<file path="src/rtl/sem_rr_arbiter.sv">
// Round-robin arbiter that funnels NUM_REQ semaphore requesters into one tagged FIFO.
// Optional macro SEM_ARB_STATS_EN adds a sticky error flag and per-requester grant counters.
module sem_rr_arbiter #(
  parameter int NUM_REQ    = 2,
  parameter int DATA_WIDTH = 1,
  parameter int FIFO_DEPTH = 4,
  parameter int ID_W       = (NUM_REQ > 1) ? $clog2(NUM_REQ) : 1
) (
  input  logic                          clk,
  input  logic                          rst,
  input  logic [NUM_REQ*DATA_WIDTH-1:0] req_data_in,
  input  logic [NUM_REQ-1:0]            req_valid_in,
  output logic [NUM_REQ-1:0]            req_ack_out,
  output logic [DATA_WIDTH-1:0]         sem_data_out,
  output logic [ID_W-1:0]               sem_src_out,
  output logic                          sem_data_valid_out,
  input  logic                          sem_data_read,
  output logic                          sem_data_empty,
  output logic                          sem_full,
  output logic [$clog2(FIFO_DEPTH):0]   sem_count
`ifdef SEM_ARB_STATS_EN
  ,
  output logic                          sem_err_out,
  output logic [NUM_REQ*16-1:0]         sem_grant_cnt_out
`endif
);

  localparam int PTR_W = $clog2(FIFO_DEPTH);
  localparam int CNT_W = PTR_W + 1;

  // Returns {found, id} of the first eligible requester after 'last', wrapping.
  function automatic logic [ID_W:0] rr_pick(input logic [NUM_REQ-1:0] elig,
                                            input logic [ID_W-1:0]    last);
    logic [ID_W:0] res;
    int            idx;
    res = '0;
    for (int k = 1; k <= NUM_REQ; k++) begin
      idx = (int'(last) + k) % NUM_REQ;
      if (!res[ID_W] && elig[idx]) begin
        res = {1'b1, ID_W'(idx)};
      end else begin
        res = res;
      end
    end
    return res;
  endfunction

  logic [DATA_WIDTH-1:0] mem_data_q [FIFO_DEPTH];
  logic [DATA_WIDTH-1:0] mem_data_d [FIFO_DEPTH];
  logic [ID_W-1:0]       mem_src_q  [FIFO_DEPTH];
  logic [ID_W-1:0]       mem_src_d  [FIFO_DEPTH];
  logic [PTR_W-1:0]      wr_ptr_q, wr_ptr_d, rd_ptr_q, rd_ptr_d;
  logic [CNT_W-1:0]      count_q, count_d;
  logic                  full_q, full_d, empty_q, empty_d;
  logic [ID_W-1:0]       last_grant_q, last_grant_d;
  logic [NUM_REQ-1:0]    ack_q, ack_d;
  logic [DATA_WIDTH-1:0] head_data_q, head_data_d;
  logic [ID_W-1:0]       head_src_q, head_src_d;

  logic [ID_W:0]         pick_s;
  logic                  push_s, pop_s;
  logic [ID_W-1:0]       win_id_s;
  logic [DATA_WIDTH-1:0] win_data_s;

  // Arbitration, FIFO pointer/occupancy update and registered head view.
  always_comb begin
    // Acked requesters are masked so a word is never taken twice while valid drops.
    pick_s       = rr_pick(req_valid_in & ~ack_q, last_grant_q);
    push_s       = pick_s[ID_W] & ~full_q;
    pop_s        = sem_data_read & ~empty_q;
    win_id_s     = pick_s[ID_W-1:0];
    win_data_s   = req_data_in[int'(win_id_s)*DATA_WIDTH +: DATA_WIDTH];
    mem_data_d   = mem_data_q;
    mem_src_d    = mem_src_q;
    ack_d        = '0;
    head_data_d  = head_data_q;
    head_src_d   = head_src_q;
    if (push_s) begin
      mem_data_d[wr_ptr_q] = win_data_s;
      mem_src_d[wr_ptr_q]  = win_id_s;
      ack_d[win_id_s]      = 1'b1;
      wr_ptr_d             = wr_ptr_q + PTR_W'(1);
      last_grant_d         = win_id_s;
    end else begin
      wr_ptr_d             = wr_ptr_q;
      last_grant_d         = last_grant_q;
    end
    rd_ptr_d = pop_s ? rd_ptr_q + PTR_W'(1) : rd_ptr_q;
    case ({push_s, pop_s})
      2'b10:   count_d = count_q + CNT_W'(1);
      2'b01:   count_d = count_q - CNT_W'(1);
      default: count_d = count_q;
    endcase
    full_d  = (count_d == CNT_W'(FIFO_DEPTH));
    empty_d = (count_d == CNT_W'(0));
    // The incoming word becomes head when nothing older survives this edge.
    if (push_s && (empty_q || (pop_s && count_q == CNT_W'(1)))) begin
      head_data_d = win_data_s;
      head_src_d  = win_id_s;
    end else if (pop_s) begin
      head_data_d = mem_data_q[rd_ptr_q + PTR_W'(1)];
      head_src_d  = mem_src_q[rd_ptr_q + PTR_W'(1)];
    end else begin
      head_data_d = head_data_q;
      head_src_d  = head_src_q;
    end
  end

  // State registers; reset discards all queued words and restores requester 0 priority.
  always_ff @(posedge clk or posedge rst) begin
    if (rst) begin
      for (int i = 0; i < FIFO_DEPTH; i++) begin
        mem_data_q[i] <= '0;
        mem_src_q[i]  <= '0;
      end
      wr_ptr_q     <= '0;
      rd_ptr_q     <= '0;
      count_q      <= '0;
      full_q       <= 1'b0;
      empty_q      <= 1'b1;
      last_grant_q <= ID_W'(NUM_REQ - 1);
      ack_q        <= '0;
      head_data_q  <= '0;
      head_src_q   <= '0;
    end else begin
      mem_data_q   <= mem_data_d;
      mem_src_q    <= mem_src_d;
      wr_ptr_q     <= wr_ptr_d;
      rd_ptr_q     <= rd_ptr_d;
      count_q      <= count_d;
      full_q       <= full_d;
      empty_q      <= empty_d;
      last_grant_q <= last_grant_d;
      ack_q        <= ack_d;
      head_data_q  <= head_data_d;
      head_src_q   <= head_src_d;
    end
  end

  assign req_ack_out        = ack_q;
  assign sem_data_out       = head_data_q;
  assign sem_src_out        = head_src_q;
  assign sem_data_valid_out = ~empty_q;
  assign sem_data_empty     = empty_q;
  assign sem_full           = full_q;
  assign sem_count          = count_q;

`ifdef SEM_ARB_STATS_EN
  logic [15:0] wait_q [NUM_REQ];
  logic [15:0] wait_d [NUM_REQ];
  logic [15:0] gcnt_q [NUM_REQ];
  logic [15:0] gcnt_d [NUM_REQ];
  logic        err_q, err_d;

  // Starvation watchdogs, underflow detection and saturating grant counters.
  always_comb begin
    wait_d = wait_q;
    gcnt_d = gcnt_q;
    err_d  = err_q | (sem_data_read & empty_q);
    for (int i = 0; i < NUM_REQ; i++) begin
      if (ack_q[i] || !req_valid_in[i]) begin
        wait_d[i] = 16'h0000;
      end else if (wait_q[i] != 16'hFFFF) begin
        wait_d[i] = wait_q[i] + 16'h0001;
      end else begin
        err_d = 1'b1;
      end
      if (push_s && win_id_s == ID_W'(i) && gcnt_q[i] != 16'hFFFF) begin
        gcnt_d[i] = gcnt_q[i] + 16'h0001;
      end else begin
        gcnt_d[i] = gcnt_q[i];
      end
    end
  end

  // Statistics registers, cleared only by reset.
  always_ff @(posedge clk or posedge rst) begin
    if (rst) begin
      for (int i = 0; i < NUM_REQ; i++) begin
        wait_q[i] <= 16'h0000;
        gcnt_q[i] <= 16'h0000;
      end
      err_q <= 1'b0;
    end else begin
      wait_q <= wait_d;
      gcnt_q <= gcnt_d;
      err_q  <= err_d;
    end
  end

  // Flatten the per-requester grant counters onto the output bus.
  always_comb begin
    sem_grant_cnt_out = '0;
    for (int i = 0; i < NUM_REQ; i++) begin
      sem_grant_cnt_out[i*16 +: 16] = gcnt_q[i];
    end
  end

  assign sem_err_out = err_q;
`endif

endmodule
</file>
<file path="config.mk">
export PLATFORM = sky130hd
export DESIGN_NAME = sem_rr_arbiter
export DESIGN_NICKNAME = d
export VERILOG_FILES = /design/src/rtl/sem_rr_arbiter.sv
export SDC_FILE = /design/constraint.sdc
export NUM_CORES = 1
export LEC_CHECK = 0
export BUFFER_PORTS_ARGS = -buffer_cell sky130_fd_sc_hd__buf_4
export CAP_MARGIN = 15
export CORE_AREA = 2 2 52 54
export DETAILED_ROUTE_END_ITERATION = 8
export DIE_AREA = 0 0 54 56
export GPL_ROUTABILITY_DRIVEN = 0
export PLACE_DENSITY = 0.67
export SLEW_MARGIN = 25
export SYNTH_ARGS = -nofsm -noshare
export SYNTH_HDL_FRONTEND = slang
export SYNTH_SLANG_ARGS = --single-unit
</file>
<file path="constraint.sdc">
create_clock -name clk -period 3.6 [get_ports clk]
set_input_delay 0.72 -clock clk [delete_from_list [all_inputs] [get_ports clk]]
set_output_delay 0.72 -clock clk [all_outputs]
set_load 0.02 [all_outputs]
</file>
==> impl_results.md, run 1 <==
- Status: completed
- Grt ovf: 0
- Pre-CTS setup slack: ~1.2 ns
- Syn nets: 114
- Worst hold path type: reg -> reg
- Worst r2r path cells: 8
- Sw Share: 39.45%
- First-pass GRT wire length: 3401 um
- Num CTS Buffers: 3
- Design Power: between 1000 and 1500 uW
- Critical path cell sequence: inv_1 -> nand2_1 -> bufinv_8 -> ha_1 -> or2_2 -> mux2i_1 -> a221o_1 -> nor2b_1
- Yosys reg bits: 22
- 1st-iter DRT viols: 16
- Final wirelength: 2061 um
- Nets: 134
- Pre-Repair DR Iteration Count: 4
- Fmax: ~470 MHz
- Comb power frac: 50.0%
- Syn. warnings: 0
- Initial Utilization: 46.55%
- Crit path kind: reg -> reg
- Routed Antenna Nets: 0
- Power share of the clock group: 10.2%
- # DRC: 0
- IO Port Bufs: 16
- RSZ-0062 raised after global routing: false
- Slew Limit Headroom: 45.57%
- Chip Width: 54 um
- Seq/Total Area, Yosys: just under 50%
- Final hold violation count: 0
- Final min period: 2.129 ns
- Post-CTS Repair Setup Buffers: 0
- Synth cell count leaders: dfrtp_1, ha_1, nand2_1, inv_1
- P_leak: 0.0006525 uW
- Core Rows: 18
- VDD IR-drop max: 0.4113 mV
- H-tree depth: 1
- Dpl hpwl: 1573 um
- Power Dens Cells: 877.0 mW/mm^2
- Synthesis-to-layout area growth: 15.80%
- Antenna diodes: 0
- Vias in the first global route: around 780
- Clk slew on worst S/H paths: 0.12 ns
- Chip height: 56 um
- Die area: 0.003024 sq mm
- GRT Total Usage: between 10% and 20%
- CTS Sinks: 22
- CP Launch Type: flip-flop
- Hold Path Cell Cnt: 1
- Most frequent cell after synthesis: dfrtp_1
- Seq pwr share: between 30 and 40%
- Top cell type's share of synthesized area: between 40% and 50%
- Syn Area/Cell: 11.67 sq um
- CP max stage delay: 0.56 ns
- Mapped Area: 0.001132 sq mm
- CTS tree: yes
- Worst Tran Pin Value: 0.8155 ns
- Avg Vias per Cell: 5.329
- Final setup violation count: 0
- Crit share post-route: 59.14%
- CTS root buf: clkbuf_4
- Clk buf depth: 2
- Layout Skew: 0.002321 ns
- Finished Cell Area: approximately 0.0013 sq mm
- R2R Setup Slk: 1.47 ns
- Setup_tns: 0 ns
- Num ports: 17
- CTS Hold Bufs: 0
- Share of cells above drive strength 1: between 20% and 30%
- Switch Pwr: 453.6 uW
- Post-synth EDFFs: 0
- Drt wl/cell: between 10 and 15 um
- Crit. End Element: flip-flop
- Post-DP Area: 0.001285 sq mm
- Via count: 778
- Syn Inst Count: 97
- Required time of the critical path: 3.85 ns
- Synth top area cells: dfrtp_1, ha_1, mux2_2
- Core area: 0.002432 sq mm
- Pin count of the biggest net entering global routing: 23
- CP arrival: roughly 2.4 ns
- Post-CTS resize count: 0
- Max_cap viols: 0
- Main synth FF type: dfrtp_1
- Initial antenna violation count: 0
- Min Hold Slack: ~0.5 ns
- Internal Power: 696.4 uW
- Final worst setup slack: 1.471 ns
- Fill count: 212
- Asr flop ratio synth: 100.0%
- Count of different cell masters after synthesis: 24
- CP max FO: 6
- Slew Viols, Final: 0
- Synth area leader: dfrtp_1
- Max stage delay cell, worst path: dfstp_2
- Clk_lat worst skew: 0.31 ns
kinds of logic (layout without fill, tap and decap cells):
group | count (synthesis) | after routing | synth area share [%]
mux | 14 | 14 | 15.58
xor+xnor | 3 | 3 | 2.321
simple gates | 21 | 21 | 8.619
flops | 22 | 22 | 48.84
compound gates | 16 | 16 | 8.618
buf+inv | 11 | 30 | 4.972
fa+ha+maj | 10 | 10 | 11.05
power groups by stage:
stage	Sequential (uW)	Clock, uW	Combinational (uW)
floorplan	486	0	387
global placement	455	0	569
detailed placement	463	0	580
CTS	458	120	582
global route	472	131	647
finish	457	117	575
layout make-up:
| class | instances | area [sq um] | share of cell area [%] |
|---|---|---|---|
| flip-flops and latches | 22 | 553.0 | 42.18 |
| multi-input cells | 64 | 523.0 | 39.89 |
| repair buffers | 16 | 120.1 | 9.160 |
| inverters | 10 | 51.30 | 3.912 |
| well taps | 30 | 37.54 | 2.863 |
| clock buffers | 4 | 26.28 | 2.004 |
worst paths after layout:
check	start	endpoint
max	sem_data_empty	sem_full
min	sem_full	req_ack_out[1]
max reg2reg	sem_data_empty	sem_full
min reg2reg	sem_full	req_ack_out[1]
max in group asynchronous	rst	mem_src_q[1]
min in group asynchronous	rst	mem_data_q[2]
cell usage in the layout (no fill, tap or decap), drive strengths merged:
cell type / instances
ha: 10
inv: 9
clkbuf: 4
xnor2: 2
dfstp: 2
nor2b: 2
xor2: 1
nor2: 4
and2: 1
bufinv: 1
mux2: 6
mux4: 2
a221o: 1
nand2: 10
dfrtp: 20
mux2i: 6
or2: 1
nand3b: 1
a21oi: 4
nand2b: 2
o21ai: 3
a31oi: 6
buf: 16
a21o: 2
state kept, by name, summed over array words and instances (netlist names):
signal / count
sem_data_out: 1
sem_count: 3
last_grant_q: 1
req_ack_out: 2
wr_ptr_q: 2
sem_data_empty: 1
mem_src_q: 4
mem_data_q: 4
sem_full: 1
sem_src_out: 1
rd_ptr_q: 2
worst max-delay path: cells and delay by family, from the launching register on:
family	cells	cell delay (ns)
flip-flops	1	0.56
multiplexers	1	0.17
AO/OA/AOI/OAI	1	0.20
buffers and inverters	2	0.25
AND/OR/NAND/NOR	3	0.55
adder cells (fa/ha/maj)	1	0.33
metal layers:
metal  part of all wire, %  GRT usage, %
met1                    46         18.97
met5                     0             0
met3                   4.8         6.452
met2                    49         25.78
met4                     0         1.071
stage by stage:
step                      cells  utilization [%]
after floorplan              97                -
after CTS                   146            53.91
after global routing        146            53.91
after global placement      142            52.83
after detailed placement    142            52.83
final                       146            53.91
(Power assumes the default switching activity.)
==> run 2: changes to the inputs <==
--- a/config.mk
+++ b/config.mk
@@ -11,7 +11,7 @@
 export DETAILED_ROUTE_END_ITERATION = 8
 export DIE_AREA = 0 0 54 56
 export GPL_ROUTABILITY_DRIVEN = 0
-export PLACE_DENSITY = 0.67
+export PLACE_DENSITY = 0.69
 export SLEW_MARGIN = 25
 export SYNTH_ARGS = -nofsm -noshare
 export SYNTH_HDL_FRONTEND = slang
==> constraint.sdc (replaced) <==
create_clock -name clk -period 1.91 [get_ports clk]
set_input_delay 0.382 -clock clk [delete_from_list [all_inputs] [get_ports clk]]
set_output_delay 0.382 -clock clk [all_outputs]
set_load 0.02 [all_outputs]
==> run 2 against run 1 <==
Against the previous run:
- clock power grew to 3.0 times the previous value
- first-iteration DRC count unchanged
- total power is 110% higher
- flip-flop and latch count is the same
- combinational power rose by 110%
- largest cell class unchanged
==> impl_results.md, run 2 (same netlist as run 1, synthesis figures left out) <==
- Grt ovf: 0 (unchanged)
- Max_cap viols: 0 (unchanged)
- Sw Share: 36.72% (-2.7 points)
- Drt wl/cell: 13.24 um (-6.2%)
- Clk slew on worst S/H paths: 0.13 ns (about the same)
- Core area: 0.002432 sq mm (unchanged)
- CTS tree: yes
- Required time of the critical path: 2.10 ns (-1.75 ns)
- Largest delay contributor family on the critical path: compound AO/OA/AOI/OAI gates
- Num CTS Buffers: 3 (unchanged)
- RSZ-0062 raised after global routing: true
- Core Rows: 18 (unchanged)
- Fmax: 535.6 MHz (+14%)
- Setup_tns: 0 ns (unchanged)
- Worst Tran Pin Value: 0.4661 ns (-0.3494 ns)
- Seq pwr share: 35.4% (-4.4 points)
- Final min period: 1.867 ns (-0.2620 ns)
- Antenna diodes: 0 (unchanged)
- P_leak: 0.0006990 uW (+7.1%)
- Fill count: 202 (-4.7%)
- Synthesis-to-layout area growth: 25.08%
- Max stage delay cell, worst path: dfrtp_1
- Critical path cell sequence: nand2b_4 -> a21o_1 -> ha_4 -> or2_4 -> mux2i_1 -> a221o_1 -> nor2b_1
- Clk_lat worst skew: 0.30 ns (about the same)
- Worst hold path type: in -> async
- Routed Antenna Nets: 0 (unchanged)
- Share of cells above drive strength 1: 34.96% (+9.1 points)
- IO Port Bufs: 16 (unchanged)
- Power Dens Cells: 1718 mW/mm^2 (+96%)
- Nets: 141 (+5.2%)
- Initial antenna violation count: 0 (unchanged)
- Final hold violation count: 0 (unchanged)
- Slew Viols, Final: 0 (unchanged)
- Post-DP Area: 0.001329 sq mm (+3.4%)
- Commonest non-fill, non-tap cells in the layout: buf_4, dfrtp_1, nand2_1, ha_1, inv_1
- Finished Cell Area: 0.001416 sq mm (+8.0%)
- Pin count of the biggest net entering global routing: 23 (unchanged)
- Critical path buffers and inverters: 0 (-2)
- Final setup violation count: 0 (unchanged)
- CP Launch Type: flip-flop
- Status: completed
- Num ports: 17 (unchanged)
- CTS root buf: clkbuf_4
- First-pass GRT wire length: 3305 um (-2.8%)
- Comb power frac: 50.3% (+0.3 points)
- Pre-Repair DR Iteration Count: 4 (unchanged)
- CP arrival: 2.06 ns (-0.32 ns)
- Crit share post-route: 97.75% (+39 points)
- Chip Width: 54 um (unchanged)
- GRT Total Usage: 14.52% (-0.85 points)
- Initial Utilization: 46.55% (unchanged)
- Die area: 0.003024 sq mm (unchanged)
- Via count: 769 (-1.2%)
- CTS Hold Bufs: 0 (unchanged)
- Crit. End Element: flip-flop
- 1st-iter DRT viols: 16 (unchanged)
- CTS Sinks: 22 (unchanged)
- CP max FO: 4 (-2)
- Most common cell after layout, fill and taps aside: buf_4
- # DRC: 0 (unchanged)
- Clk buf depth: 2 (unchanged)
- Vias in the first global route: 769 (-0.90%)
- Internal Power: 1540 uW (+120%)
- Dpl hpwl: 1526 um (-3.0%)
- Power share of the clock group: 14.2% (+4.0 points)
- Switch Pwr: 893.7 uW (+97%)
- Slew Limit Headroom: 68.04% (+22 points)
- CP max stage delay: 0.42 ns (-0.14 ns)
- Crit path kind: reg -> reg
- VDD IR-drop max: 0.8269 mV (+100%)
- Layout Skew: 0.01482 ns (+0.01250 ns)
- Avg Vias per Cell: 5.026 (-5.7%)
- Final wirelength: 2026 um (-1.7%)
- H-tree depth: 1 (unchanged)
- Chip height: 56 um (unchanged)
## run 2: final timing paths
path	from	end	slack (ns)	cells past startpoint
max	req_ack_out[0]	sem_full	0.04	7
min	rst	req_ack_out[0]	0.1	3
max reg2reg	req_ack_out[0]	sem_full	0.04	7
min reg2reg	sem_full	req_ack_out[1]	0.49	1
max in group asynchronous	rst	sem_data_empty	1.53	3
min in group clk	sem_data_read	rd_ptr_q[0]	0.40	4
## run 2: cell type report
| cell class | instances | area [sq um] | share of cell area, % |
|---|---|---|---|
| Sequential cell | 22 | 553.0 | 39.05 |
| Multi-Input combinational cell | 64 | 553.0 | 39.05 |
| Timing Repair Buffer | 23 | 172.7 | 12.19 |
| Inverter | 10 | 47.55 | 3.357 |
| Tap cell | 30 | 37.54 | 2.650 |
| Clock inverter | 1 | 30.03 | 2.120 |
| Clock buffer | 3 | 22.52 | 1.590 |
## run 2: power groups by stage
stage	combinational (uW)	sequential (uW)	clock, uW
floorplan	758	923	0
global placement	1130	859	0
detailed placement	1160	871	0
CTS	1170	864	357
finish	1230	862	347
global route	1360	892	378
## run 2: timing repair
| item | 4_1_cts | 5_1_grt |
|---|---|---|
| endpoints found under the setup margin | 0 | 1 |
| setup buffers | 0 | 3 |
| gates resized for setup | 0 | 2 |
## run 2: per-stage QoR
| stage | hold slack (ns) | total power (uW) | setup slack [ns] | cells | utilization [%] |
|---|---|---|---|---|---|
| 6_report | 0.09526 | 2434 | 0.04298 | 153 | 58.23 |
| 5_1_grt | 0.1212 | 2626 | -0.01021 | 153 | 58.23 |
| 4_1_cts | 0.09995 | 2394 | 0.03334 | 150 | 56.79 |
| 3_5_place_dp | 0.4422 | 2036 | 0.04074 | 146 | 54.63 |
| 3_3_place_gp | 0.4397 | 1993 | 0.09162 | 146 | 54.63 |
| 2_1_floorplan | 0.3697 | 1681 | 0.01322 | 97 | - |
## run 2: metal layers
layer	global-route usage [%]	share of wire, %
met1	19.20	45
met2	23.34	50
met3	3.226	4.0
met4	4.286	0.74
met5	0	0
## run 2: worst register-to-register path, delay by kind of cell, from the launching register on
kind            cells  cell delay (ns)
compound gates      2             0.59
fa+ha+maj           1             0.29
flops               1             0.42
mux                 1             0.06
simple gates        3             0.39
==> run 3: changes to the inputs <==
--- a/config.mk
+++ b/config.mk
@@ -11,8 +11,8 @@
 export DETAILED_ROUTE_END_ITERATION = 8
 export DIE_AREA = 0 0 54 56
 export GPL_ROUTABILITY_DRIVEN = 0
-export PLACE_DENSITY = 0.69
-export SLEW_MARGIN = 25
+export PLACE_DENSITY_LB_ADDON = 0.3
+export SLEW_MARGIN = 40
 export SYNTH_ARGS = -nofsm -noshare
 export SYNTH_HDL_FRONTEND = slang
 export SYNTH_SLANG_ARGS = --single-unit
==> run 3 against run 2 <==
Against the previous run:
- global-route usage grew 1.7 points
- fmax is 0.21% higher
- die area unchanged
- core utilization increased by 0.62 points
- sequential share of layout area decreased by 0.41 points
- flip-flop and latch count did not move
- register-to-register slack barely moved
- via count is 2.6% higher
- total power up 2.2%
- cell area grew 1.1%
- worst setup slack better by 0.0039 ns
- first-iteration DRC count shrank 75%
==> impl_results.md, run 3 (same netlist as run 1, synthesis figures left out) <==
- VDD IR-drop max: 0.8266 mV (about the same)
- IO Port Bufs: 16 (unchanged)
- Internal Power: 1558 uW (+1.2%)
- Fmax: 536.7 MHz (+0.21%)
- Final min period: 1.863 ns (-0.003941 ns)
- RSZ-0062 raised after global routing: true
- Initial Utilization: 46.55% (unchanged)
- Chip height: 56 um (unchanged)
- Dpl hpwl: 1537 um (+0.72%)
- Clk buf depth: 2 (unchanged)
- CTS Sinks: 22 (unchanged)
- Initial antenna violation count: 0 (unchanged)
- CP Launch Type: flip-flop
- Crit. Startpoint: req_ack_out[0]
- Max stage delay cell, worst path: dfrtp_1
- Num CTS Buffers: 3 (unchanged)
- P_leak: 0.0007064 uW (+1.1%)
- Critical Path End: sem_full
- Placed cells: 146 (unchanged)
- Sw Share: 37.39% (+0.67 points)
- Required time of the critical path: 2.12 ns (+0.02 ns)
- Status: completed
- GRT Total Usage: 16.19% (+1.7 points)
- 1st-iter DRT viols: 4 (-12)
- Slew Limit Headroom: 67.29% (-0.75 points)
- Seq pwr share: 34.6% (-0.8 points)
- Layout Skew: 0.01191 ns (-0.002911 ns)
- Grt ovf: 0 (unchanged)
- Routed Antenna Nets: 0 (unchanged)
- Antenna diodes: 0 (unchanged)
- H-tree depth: 1 (unchanged)
- Core area: 0.002432 sq mm (unchanged)
- Worst r2r src: req_ack_out[0]
- Synthesis-to-layout area growth: 26.41%
- Drt wl/cell: 13.91 um (+5.0%)
- Util after Layout: 58.85% (+0.62 points)
- Fill count: 208 (+3.0%)
- Final non-filler cell total: 154 (+0.65%)
- Num ports: 17 (unchanged)
- Chip Width: 54 um (unchanged)
- R2R Setup Slk: 0.05 ns (about the same)
- Via count: 789 (+2.6%)
- Crit. End Element: flip-flop
- Die area: 0.003024 sq mm (unchanged)
- CP max stage delay: 0.42 ns (about the same)
- Reg area: 553.0 sq um (unchanged)
- Share of cells above drive strength 1: 36.29% (+1.3 points)
- Commonest non-fill, non-tap cells in the layout: buf_4, dfrtp_1, nand2_1, ha_1, inv_1
- Pin count of the biggest net entering global routing: 23 (unchanged)
- Multi-input gate area: 560.5 sq um (+1.4%)
- Max_cap viols: 0 (unchanged)
- Clk slew on worst S/H paths: 0.13 ns (about the same)
- Min Hold Slack: 0.08110 ns (-0.01416 ns)
- First-pass GRT wire length: 3484 um (+5.4%)
- Clk_lat worst skew: 0.32 ns (+0.02 ns)
- CP max FO: 3 (-1)
- Most common cell after layout, fill and taps aside: buf_4
- CTS tree: yes
- Final wirelength: 2142 um (+5.7%)
- Switch Pwr: 930.4 uW (+4.1%)
- Reg2reg end: sem_full
- Core Rows: 18 (unchanged)
- # DRC: 0 (unchanged)
- Worst hold path type: in -> async
- Design Power: 2489 uW (+2.2%)
- CP arrival: 2.07 ns (about the same)
- Power Dens Cells: 1739 mW/mm^2 (+1.2%)
- CTS root buf: clkbuf_4
- Vias in the first global route: 754 (-2.0%)
- Nets: 142 (+0.71%)
- Comb power frac: 50.8% (+0.5 points)
- Slew Viols, Final: 0 (unchanged)
- Worst r2r path cells: 7 (unchanged)
- Avg Vias per Cell: 5.123 (+1.9%)
- Final hold violation count: 0 (unchanged)
- Pre-Repair DR Iteration Count: 2 (-2)
- Final setup violation count: 0 (unchanged)
- Power share of the clock group: 14.5% (+0.3 points)
- Worst Tran Pin Value: 0.4770 ns (+0.01089 ns)
- Crit path kind: reg -> reg
- Crit share post-route: 97.54% (-0.21 points)
- Critical path cell sequence: nand2b_4 -> a21o_1 -> ha_4 -> or2_4 -> mux2i_1 -> a221o_1 -> nor2b_4
[run 3: cell types whose count changed in the layout (fill, tap and decap cells not counted)]
cell     delta
o21ai_0     -1
nor2b_1     -1
buf_4       +1
nor2b_4     +1
o21ai_1     +1
[run 3: timing repair]
| item | CTS | global route |
|---|---|---|
| resized for setup | 0 | 5 |
| buffers inserted | 0 | 4 |
| endpoints found under the setup margin | 0 | 2 |
| hold buffers | 0 | 0 |
[run 3: layer usage]
| layer | global-route usage, % | share of wire [%] |
|---|---|---|
| met1 | 19.86 | 46 |
| met3 | 3.226 | 3.2 |
| met2 | 25.44 | 49 |
| met4 | 9.643 | 2.1 |
| met5 | 0 | 0 |
[run 3: stage by stage]
stage	instance area [sq um]	TNS, ns	setup WS [ns]
after floorplan	1146	0	0.01322
after global placement	1329	0	0.09252
after detailed placement	1329	0	0.04543
after CTS	1381	0	0.04012
after global routing	1431	-0.02880	-0.02088
final	1431	0	0.04692
[run 3: worst max-delay path: cells and delay by family, from the launching register on]
family	cells	cell delay, ns
flops	1	0.42
compound gates	2	0.60
mux	1	0.06
simple gates	3	0.39
fa+ha+maj	1	0.28
[run 3: final cells by class]
| class | instances | share of cell area (%) |
|---|---|---|
| sequential | 22 | 38.64 |
| inverter | 10 | 3.322 |
| clock inverter | 1 | 2.098 |
| clock buffer | 3 | 1.573 |
| multi-input combinational | 64 | 39.16 |
| tap | 30 | 2.622 |
| timing repair buffer | 24 | 12.59 |
[run 3: power by group through the flow]
stage,sequential (uW),combinational [uW],clock [uW]
4_1_cts,865,1170,375
5_1_grt,892,1410,394
6_report,862,1270,361
2_1_floorplan,923,758,0
3_5_place_dp,873,1160,0
3_3_place_gp,859,1130,0
[run 3: worst min-delay path by stage]
stage | startpoint | to | slack [ns]
finish | rst | wr_ptr_q[1] | 0.08
global placement | rst | wr_ptr_q[0] | 0.44
floorplan | rst | mem_data_q[0] | 0.37
CTS | rst | wr_ptr_q[1] | 0.08
global route | rst | wr_ptr_q[1] | 0.1
detailed placement | rst | sem_count[1] | 0.45
